===== src/rtl/mem_arb_pkg.sv =====
// Shared types and widths for the memory port arbiter.
// Requester ids, FSM state encoding and bus widths.
package mem_arb_pkg;

    localparam int ROW_W   = 7;
    localparam int DATA_W  = 32;
    localparam int NUM_REQ = 3;

    typedef enum logic [1:0] {
        REQ_TEMP = 2'd0,
        REQ_WIND = 2'd1,
        REQ_RES  = 2'd2
    } req_id_e;

    typedef enum logic {
        ST_IDLE = 1'b0,
        ST_BUSY = 1'b1
    } arb_state_e;

endpackage


===== src/rtl/mem_port_arbiter_rr_picker.sv =====
// Round-robin winner selection: search starts at the requester after last_grant.
// Purely combinational; the caller registers the result.
module rr_picker
    import mem_arb_pkg::*;
(
    input  logic [NUM_REQ-1:0] req,
    input  logic [1:0]         last_grant,
    output logic [1:0]         winner,
    output logic               any
);

    always_comb begin
        winner = 2'd0;
        any    = |req;
        // Walk farthest-first so the nearest pending requester is assigned last and wins.
        for (int k = NUM_REQ; k >= 1; k--) begin
            int idx;
            idx = (int'(last_grant) + k) % NUM_REQ;
            if (req[idx]) begin
                winner = 2'(idx);
            end
        end
    end

endmodule


===== src/rtl/mem_port_arbiter.sv =====
// Three-requester memory port arbiter with round-robin grants and burst limit.
// state   | meaning
// IDLE    | no owner; pick next requester, flag stray mem_ack
// BUSY    | grant_id owns the port until burst limit or request drop
module mem_port_arbiter
    import mem_arb_pkg::*;
#(
    parameter int MAX_BURST = 16
) (
    input  logic                          clk,
    input  logic                          rst,
    input  logic [NUM_REQ-1:0]            req,
    input  logic [NUM_REQ-1:0][ROW_W-1:0] req_row,
    input  logic [NUM_REQ-1:0][ROW_W-1:0] req_col,
    input  logic [DATA_W-1:0]             res_wdata,
    output logic [NUM_REQ-1:0]            ack,
    output logic                          mem_req,
    output logic                          mem_rd_wr,
    output logic                          mem_tem_win,
    output logic [ROW_W-1:0]              mem_row,
    output logic [ROW_W-1:0]              mem_col,
    output logic [DATA_W-1:0]             mem_wdata,
    input  logic                          mem_ack,
    output logic                          grant_valid,
    output logic [1:0]                    grant_id,
    output logic                          protocol_err
);

    localparam logic [7:0] LAST_BEAT = 8'(MAX_BURST - 1);

    arb_state_e state;
    logic [1:0] last_grant;
    logic [7:0] beat_cnt;
    logic [1:0] pick_id;
    logic       pick_any;
    logic       owner_req;

    rr_picker u_picker (
        .req        (req),
        .last_grant (last_grant),
        .winner     (pick_id),
        .any        (pick_any)
    );

    // Port mux follows the registered owner; everything is held at zero while IDLE.
    always_comb begin
        owner_req   = 1'b0;
        ack         = '0;
        mem_req     = 1'b0;
        mem_rd_wr   = 1'b0;
        mem_tem_win = 1'b0;
        mem_row     = '0;
        mem_col     = '0;
        mem_wdata   = '0;
        if (state == ST_BUSY) begin
            case (grant_id)
                REQ_TEMP: begin
                    owner_req = req[0];
                    ack[0]    = mem_ack;
                    mem_row   = req_row[0];
                    mem_col   = req_col[0];
                end
                REQ_WIND: begin
                    owner_req   = req[1];
                    ack[1]      = mem_ack;
                    mem_tem_win = 1'b1;
                    mem_row     = req_row[1];
                    mem_col     = req_col[1];
                end
                REQ_RES: begin
                    owner_req = req[2];
                    ack[2]    = mem_ack;
                    mem_rd_wr = 1'b1;
                    mem_row   = req_row[2];
                    mem_col   = req_col[2];
                    mem_wdata = res_wdata;
                end
                default: ;
            endcase
            mem_req = owner_req;
        end
    end

    always_ff @(posedge clk or posedge rst) begin
        if (rst) begin
            state        <= ST_IDLE;
            grant_valid  <= 1'b0;
            grant_id     <= 2'd0;
            last_grant   <= 2'(REQ_RES);
            beat_cnt     <= 8'd0;
            protocol_err <= 1'b0;
        end else begin
            case (state)
                ST_IDLE: begin
                    if (mem_ack) begin
                        protocol_err <= 1'b1;
                    end
                    if (pick_any) begin
                        grant_id    <= pick_id;
                        grant_valid <= 1'b1;
                        beat_cnt    <= 8'd0;
                        state       <= ST_BUSY;
                    end
                end
                ST_BUSY: begin
                    if (mem_ack) begin
                        beat_cnt <= beat_cnt + 8'd1;
                    end
                    if (!owner_req || (mem_ack && beat_cnt == LAST_BEAT)) begin
                        last_grant  <= grant_id;
                        grant_valid <= 1'b0;
                        state       <= ST_IDLE;
                    end
                end
                default: state <= ST_IDLE;
            endcase
        end
    end

endmodule


===== config.mk =====
export PLATFORM = sky130hd
export DESIGN_NAME = mem_port_arbiter
export DESIGN_NICKNAME = d
export VERILOG_FILES = /design/src/rtl/mem_arb_pkg.sv /design/src/rtl/mem_port_arbiter_rr_picker.sv /design/src/rtl/mem_port_arbiter.sv
export SDC_FILE = /design/constraint.sdc
export NUM_CORES = 1
export LEC_CHECK = 0
export BUFFER_PORTS_ARGS = -buffer_cell sky130_fd_sc_hd__buf_4
export CAP_MARGIN = 30
export CORE_MARGIN = 5
export CORE_UTILIZATION = 37
export DETAILED_ROUTE_END_ITERATION = 10
export GPL_TIMING_DRIVEN = 0
export PLACE_DENSITY_LB_ADDON = 0.3
export SYNTH_ARGS = -nofsm -noshare
export SYNTH_HDL_FRONTEND = slang
export SYNTH_SLANG_ARGS = --single-unit

===== constraint.sdc =====
create_clock -name clk -period 2.1 [get_ports clk]
set_input_delay 0.42 -clock clk [delete_from_list [all_inputs] [get_ports clk]]
set_output_delay 0.42 -clock clk [all_outputs]
set_load 0.01 [all_outputs]

# Word level (Yosys, flattened, before mapping)
# Index checks and enable logic that the tools add are counted.
totals:
  reg_bits: 15
  latch_bits: 0
  ramBits: 0
  mem_bits_ro: 0
  in_bits: 80
  out_inout_bits: 56
  word_cells: 70
  n_memories: 0
op_classes:
  n_addsub: 4
  multipliers: 0
  div: 3
  order_cmp: 3
  eq_ne: 6
  n_shift: 0
  mux: 37
  bitwise: 1
  reduce_logical: 10
ops:
  columns: ["op", "count"]
  rows:
  - ["$lt A32 B4 Y1 const B", 3]
  - ["$mod A32 B3 Y32 const B", 3]
  - ["$mux W32", 2]
  - ["$pmux W7 S3", 2]
  - ["$mux W1", 18]
  - ["$mux W8", 2]
  - ["$pmux W8 S2", 1]
  - ["$mux W7", 2]
  - ["$reduce_and A2 Y1", 5]
  - ["$add A8 B1 Y8 const B", 1]
  - ["$eq A8 B4 Y1 const B", 1]
  - ["$add A2 B2 Y3 const B", 2]
  - ["$bmux W1 S2", 3]
  - ["$mux W2", 3]
  - ["$ne A2 B2 Y1 const B", 2]
  - ["$pmux W1 S2", 2]
  - ["$add A2 B1 Y3 const B", 1]
  - ["$mux W3", 1]
  - ["$pmux W1 S3", 1]
  - ["$reduce_or A3 Y1", 1]
  - ["$eq A2 B1 Y1 const B", 1]
  - ["$eq A2 B2 Y1 const B", 1]
  - ["$logic_not A2 Y1", 1]
  - ["$ne A2 B1 Y1 const B", 1]
  - ["other kinds (4)", 4]

# Logic depth before layout (Yosys ltp)
# Gate-level depths: netlist of the first run.
logic_depth:
  depth_word: 8
  mapped_depth: 6
  mapped_depth_nobuf: 6

# By module
# Synthesis of the first run repeated with hierarchy kept, for this count alone.
hier_totals:
  hier_cells: 190
  area_unflattened_um2: 1481.4
modules_own_cells:
  columns: ["mod", "n_inst", "cells_each", "area_each_um2", "seq_area_each_um2"]
  rows:
  - ["mem_port_arbiter", 1, 170, 1331.3, 376.6]
  - ["rr_picker", 1, 20, 150.1, 0.0]

# Least setup slack after synthesis of the first run
# No wires, ideal clock.
synth_path:
  path_type: "register -> output"
  from: "register grant_id[0]"
  to: "output port mem_col[0]"
  arrival_ns: 1.397
  required_time_ns: 1.680
  setup_slack_ns: 0.283
  stages_incl_launch_ff: 6
  n_path_buf: 2
  cell_sequence: "dfrtp_1 -> nor2b_1 -> clkbuf_1 -> clkbuf_1 -> a21oi_1 -> nor2_1"
synth_between:
  elab_chain_len: 3
  elab_cells_between_ends: 5
  cone_classes: "eq/ne: 2; mux: 2; reduce/logical: 1"
synth_rtl:
  columns: ["element", "line", "source"]
  rows:
  - ["start: declaration", "mem_port_arbiter.sv:25", "output logic [1:0] grant_id,"]
  - ["start signal: assignment", "mem_port_arbiter.sv:99", "grant_id <= pick_id;"]
  - ["$eq A2 B2 Y1, or another cell as far along", "mem_port_arbiter.sv:56", "case (grant_id)"]
  - ["$pmux W7 S3 (*)", "mem_port_arbiter.sv:56", null]
  - ["$mux W7 (*)", "mem_port_arbiter.sv:55", "if (state == ST_BUSY) begin"]
  - ["end: declaration", "mem_port_arbiter.sv:21", "output logic [ROW_W-1:0] mem_col,"]
# Every way passes the cells marked *; elsewhere a longest branch is shown, timed or not.

# Final worst setup path of the first run
layout_path:
  from: "register grant_id[0]"
  to: "output port mem_col[6]"
# Same word-level chain as after synthesis.

==> results of run 1 <==
## cell usage after synthesis, types with 2 or more instances
library cell	instances	share of area, %
clkbuf_1	10	2.5
mux2i_1	20	14
nor3_1	2	0.68
and2_2	2	1.0
inv_1	7	1.8
a21oi_1	17	5.8
nor2b_1	2	0.85
mux2_1	2	1.5
or2_2	2	0.85
o21ai_0	4	1.4
nand2_1	11	2.8
a31oi_1	3	1.3
nand3_1	3	1.0
buf_6	2	1.5
ha_1	5	4.2
dfrtp_1	14	24
and3_1	34	14
nor2_1	32	8.1
buf_4	2	1.0
## critical path, stage by stage (launching register included)
cell and delay (ns):
dfrtp_2 0.44, nor2b_4 0.17, clkbuf_1 0.34, a21oi_1 0.15, nor2_1 0.11, buf_4 0.14
## state kept, by name, summed over array words and instances (netlist names)
signal	count
protocol_err	1
beat_cnt	8
grant_id	2
grant_valid	1
last_grant	2
state	1
## kinds of logic (layout without fill, tap and decap cells)
group | after synthesis | count (layout) | share of synthesized area (%)
AO/OA/AOI/OAI | 33 | 33 | 13.5
multiplexers | 22 | 22 | 15.1
flip-flops | 15 | 15 | 25.5
adder cells (fa/ha/maj) | 5 | 5 | 4.24
buffers and inverters | 22 | 162 | 7.12
XOR/XNOR | 1 | 1 | 0.594
AND/OR/NAND/NOR | 96 | 96 | 33.9
## worst max path at each step
stage	endpoint	slack [ns]	depth (start not counted)
after floorplan	mem_col[0]	0.28	5
after global placement	mem_col[0]	-0.09	6
after detailed placement	mem_row[5]	-0.08	6
after CTS	mem_col[0]	0.03	7
after global routing	mem_wdata[19]	-0.03	4
final	mem_col[6]	0.08	5
## area by class of cell
type,instances,area [um2],area share (%)
clock buffer,3,41.3,1.56
inverter,8,33.8,1.28
buffer,14,96.3,3.64
clock inverter,1,5.00,0.189
tap,50,62.6,2.37
timing repair buffer,136,1020,38.6
sequential,15,378,14.3
multi-input combinational,157,1010,38.1
## timing repair
action | in CTS | in global routing
pin swaps | 0 | 0
hold buffers | 0 | 0
setup endpoints to repair | 25 | 26
buffers inserted | 0 | 1
resized for setup | 6 | 15
## per-layer routing
metal  share of wire (%)  up-vias
met5                   0        -
met4                 2.0        0
met3                  10       11
met2                  50       90
met1                  37      865
li1                    -      965
## power breakdown
group | switching [uW] | internal [uW] | total, uW
clock network | 108 | 132 | 239
logic | 991 | 955 | 1950
registers | 90.7 | 374 | 464
total | 1190 | 1460 | 2650
## metrics by stage
step / hold slack, ns / instances / cell area [um2] / TNS, ns
after floorplan: 0.321 / 194 / 1480 / 0
after global routing: 0.292 / 384 / 2650 / -0.135
after detailed placement: 0.454 / 379 / 2550 / -0.553
after CTS: 0.253 / 383 / 2610 / 0
final: 0.227 / 384 / 2650 / 0
after global placement: 0.439 / 379 / 2550 / -0.610
## placed cells by master (no fill, tap or decap), types with 2 or more instances in the layout
master      n
inv_1       7
ha_1        5
mux2i_1    20
dfrtp_1    13
buf_6       2
a31oi_1     3
clkbuf_1    3
nor2_1     32
clkbuf_8    3
clkbuf_2    5
or2_2       2
o21ai_0     4
buf_4     138
nor3_1      2
a21oi_1    17
nand2_1    11
and2_2      2
and3_1     34
nand3_1     3
mux2_1      2
==> metrics.md, run 1 <==
| Metric | Value |
|---|---|
| Status | `completed` |
| R2R Path End | `last_grant[0]` |
| Routed WL | `around 5.6 mm` |
| Final Util | `roughly 67%` |
| Final #Nets | `420` |
| Core Region | `3940 um2` |
| Place WS | `-0.0751 ns` |
| Slew headroom | `between 60% and 70%` |
| CTS sink cnt | `15` |
| Final Hold Viols | `0` |
| FF-to-FF Start | `beat_cnt[6]` |
| Post-synthesis cell count | `194` |
| Clock-pin slew on the worst setup and hold paths | `0.06 ns` |
| Synthesis-stage register bit count | `15` |
| Critical path fanouts, max | `10` |
| GRT Util Overall | `19.2%` |
| Post-synth EDFFs | `0` |
| Starting density of the core | `37.4%` |
| Power density over the cells | `1000 nW/um2` |
| Data required, critical path | `1.68 ns` |
| Worst Path Arrival | `1.60 ns` |
| CTS tree | `done` |
| Row count | `23` |
| Layout Area Growth over Synthesis | `79.3%` |
| Post-synth cell types | `39` |
| Antenna violations before repair | `0` |
| Worst Setup Slack, final | `0.0822 ns` |
| Ant. Diodes | `0` |
| Worst Setup SP | `grant_id[0]` |
| CP endpoint kind | `primary output` |
| Drt first pass iters | `4` |
| Final setup vio count | `0` |
| DRC viols | `0` |
| Routed Antenna Nets | `0` |
| Final Cycle Share | `a little over nine tenths` |
| Met2 GRT Util | `35.7%` |
| Unrepaired setup endpoints after global routing | `true` |
| Routability cong. | `0.800` |
| Leakage | `0.00154 uW` |
| Die area | `5350 um2` |
| Layout cells sized above 1 | `48.5%` |
| Max-slew violations | `0` |
| Total grt overflow | `0` |
| Fmax | `0.496 GHz` |
| GR peak layer | `met2` |
| Worst skew pair latency | `0.25 ns` |
| Die Height | `73.1 um` |
| Mean Syn Cell Area | `roughly 7.6 um2` |
| Critical path class | `register to primary output` |
| Final setup skew | `0.00231 ns` |
| Post-DP HPWL | `4.70 mm` |
| Mapped Area | `1480 um2` |
| Synthesized Nets | `279` |
| Period minus WS final | `2.02 ns` |
| Slew @ Worst Pin | `~0.58 ns` |
| Die span in x | `73.1 um` |
| I/O pins | `136` |
| Routed vias/inst | `between 5 and 6` |
| FF-to-FF path depth | `4` |
| Async set-or-reset flop fraction in the synthesized netlist | `100%` |
| Buffers on Ports | `roughly 140` |
| Largest net degree at the start of global routing | `16` |
| DR vias | `1931` |
| Global-route met3 utilization | `4.68%` |
| Max-cap violation count | `0` |
| Global-route wire length before repair | `8.32 mm` |
| Met1 global-route usage | `21.0%` |
| Yosys warnings | `0` |
| Hold crit path type | `input pin to asynchronous set/reset pin` |
| Filler Cell Count | `364` |
| Clock tree buffer depth | `2` |
| Root buf cell | `clkbuf_8` |
| H-tree levels | `1` |
| Worst vdd ir | `0.626 mV` |
| Total CTS buffers | `3` |
| Flop2flop setup slack | `0.41 ns` |
| Vias in the first global route | `1902` |
| Crit start category | `register` |
| WL per Instance | `14.6 um` |
| Sequential-to-total area share from yosys stat | `25.5%` |
| Top_reg_cell synth | `dfrtp_1` |
| DR iter-0 viols | `82` |
| Total power | `2650 uW` |
No activity file was read; power rests on OpenSTA's default activity.
==> inputs of run 2 (changes only) <==
==> constraint.sdc (replaced) <==
create_clock -name clk -period 2.2 [get_ports clk]
set_input_delay 0.44 -clock clk [delete_from_list [all_inputs] [get_ports clk]]
set_output_delay 0.44 -clock clk [all_outputs]
set_load 0.01 [all_outputs]
==> metrics.md, run 2 (synthesized netlist as in run 1, its figures left out) <==
| Metric | Value |
|---|---|
| Buffer and inverter count on the worst path | `3 (+1)` |
| Max-cap violation count | `0 (unchanged)` |
| Routed Antenna Nets | `0 (unchanged)` |
| DRC viols | `0 (unchanged)` |
| CTS tree | `done` |
| Clock tree buffer depth | `2 (unchanged)` |
| Worst vdd ir | `0.541 mV (-14%)` |
| Max-slew violations | `0 (unchanged)` |
| Post-DP HPWL | `4.70 mm (unchanged)` |
| Global-route wire length before repair | `8.32 mm (unchanged)` |
| Final Hold Viols | `0 (unchanged)` |
| Fmax | `roughly 0.48 GHz` |
| Clock-pin slew on the worst setup and hold paths | `0.06 ns (about the same)` |
| WL per Instance | `14.6 um (+0.12%)` |
| Final #Nets | `419 (-0.24%)` |
| Routability cong. | `0.800 (unchanged)` |
| Most frequent cells in the layout | `136 x buf_4, 34 x and3_1, 32 x nor2_1` |
| Power density over the cells | `944 nW/um2 (-5.8%)` |
| Data required, critical path | `1.76 ns (+0.08 ns)` |
| Vias in the first global route | `1902 (unchanged)` |
| Row count | `23 (unchanged)` |
| Unrepaired setup endpoints after global routing | `false` |
| Flop2flop setup slack | `0.52 ns (+0.11 ns)` |
| Die span in x | `73.1 um (unchanged)` |
| Total CTS buffers | `3 (unchanged)` |
| I/O pins | `136 (unchanged)` |
| Leakage | `0.00152 uW (-1.0%)` |
| CTS sink cnt | `15 (unchanged)` |
| # Post-CTS Setup Buffers | `0 (unchanged)` |
| Layout Area Growth over Synthesis | `77.2%` |
| DR iter-0 viols | `79 (-3.7%)` |
| Worst Path Arrival | `1.65 ns (+0.05 ns)` |
| Die Height | `73.1 um (unchanged)` |
| Worst Setup SP | `grant_id[0]` |
| Worst hold slack | `0.247 ns (+0.0196 ns)` |
| CP top delay family | `buffers and inverters` |
| Final setup vio count | `0 (unchanged)` |
| Total grt overflow | `0 (unchanged)` |
| Largest regs | `beat_cnt: 8 flops, grant_id: 2 flops, last_grant: 2 flops` |
| Routed WL | `5.59 mm (-0.14%)` |
| Slew @ Worst Pin | `0.578 ns (-0.00148 ns)` |
| CTS Hold Bufs | `0 (unchanged)` |
| CP peak stage delay | `0.41 ns (-0.03 ns)` |
| Number of flip-flops in the largest register | `8 (unchanged)` |
| Final setup skew | `0.00186 ns (-0.000452 ns)` |
| CP endpoint kind | `primary output` |
| DR vias | `1940 (+0.47%)` |
| Antenna violations before repair | `0 (unchanged)` |
| FF-to-FF Start | `beat_cnt[6]` |
| Largest net degree at the start of global routing | `16 (unchanged)` |
| Die area | `5350 um2 (unchanged)` |
| Starting density of the core | `37.4% (unchanged)` |
| Final Cycle Share | `94.9%` |
| Status | `completed` |
| Hold crit path type | `input pin to asynchronous set/reset pin` |
| Buffers on Ports | `135 (unchanged)` |
| Drt first pass iters | `4 (unchanged)` |
| GRT Util Overall | `19.2% (unchanged)` |
| Crit start category | `register` |
| Critical-path cell list | `buf_6 > buf_6 > mux2i_1 > nor2_1 > a21oi_1 > nor2_1 > buf_4` |
| Worst skew pair latency | `0.25 ns (about the same)` |
| Total power | `2470 uW (-6.9%)` |
| Commonest non-fill, non-tap cell in the layout | `buf_4` |
| Post-cts resize count | `3 (-3)` |
| Core Region | `3940 um2 (unchanged)` |
| Ant. Diodes | `0 (unchanged)` |
| Root buf cell | `clkbuf_8` |
| Layout cells sized above 1 | `46.5% (-2.0 points)` |
| Period minus WS final | `approximately 2.1 ns` |
| Slew headroom | `61.4% (+0.099 points)` |
| Routed vias/inst | `5.07 (+0.73%)` |
| Slowest CP cell | `dfrtp_1` |
| Largest Register | `beat_cnt` |
| Critical path fanouts, max | `10 (unchanged)` |
| H-tree levels | `1 (unchanged)` |
| Critical path class | `register to primary output` |
-- run 2: worst paths after layout --
check | end | cells past startpoint
worst max-delay path | mem_col[0] | 7
worst min-delay path | grant_valid | 2
worst max register to register | last_grant[0] | 4
worst min register to register | protocol_err | 1
max in group asynchronous | grant_id[1] | 2
min in group clk | protocol_err | 2
-- run 2: area by class of cell --
| cell class | count | area [um2] |
|---|---|---|
| clock inverter | 1 | 5.00 |
| timing repair buffer | 135 | 1010 |
| tap | 50 | 62.6 |
| buffer | 14 | 88.8 |
| inverter | 8 | 30.0 |
| multi-input combinational | 157 | 996 |
| clock buffer | 3 | 41.3 |
| fill | 370 | 1330 |
| sequential | 15 | 377 |
-- run 2: per-stage QoR --
stage / utilization (%) / instance area, um2 / setup TNS (ns) / setup slack, ns / cells
floorplan: - / 1480 / 0 / 0.363 / 194
global placement: 64.7 / 2550 / -0.00515 / -0.00515 / 379
detailed placement: 64.7 / 2550 / 0 / 0.00490 / 379
CTS: 66.0 / 2600 / 0 / 0.0486 / 383
global route: 66.3 / 2610 / 0 / 0.00223 / 383
finish: 66.3 / 2610 / 0 / 0.113 / 383
-- run 2: routing by layer --
| layer | GRT usage (%) | part of all wire, % | vias to the layer above | routed length [um] |
|---|---|---|---|---|
| li1 | - | - | 965 | - |
| met1 | 21.0 | 36 | 866 | 2030 |
| met3 | 4.68 | 11 | 11 | 611 |
| met2 | 35.7 | 51 | 98 | 2830 |
| met5 | 0 | 0 | - | 0 |
| met4 | 6.35 | 2.2 | 0 | 124 |
-- run 2: where the power goes --
part	leakage [uW]	switching (uW)	internal (uW)
Sequential	0.000188	77.5	355
Clock	0.0000255	103	126
Combinational	0.00131	933	873
-- run 2: worst register-to-register path: cells and delay by family (launching register included) --
family | cells | cell delay, ns
AND/OR/NAND/NOR | 2 | 0.74
flip-flops | 1 | 0.40
multiplexers | 1 | 0.32
AO/OA/AOI/OAI | 1 | 0.12
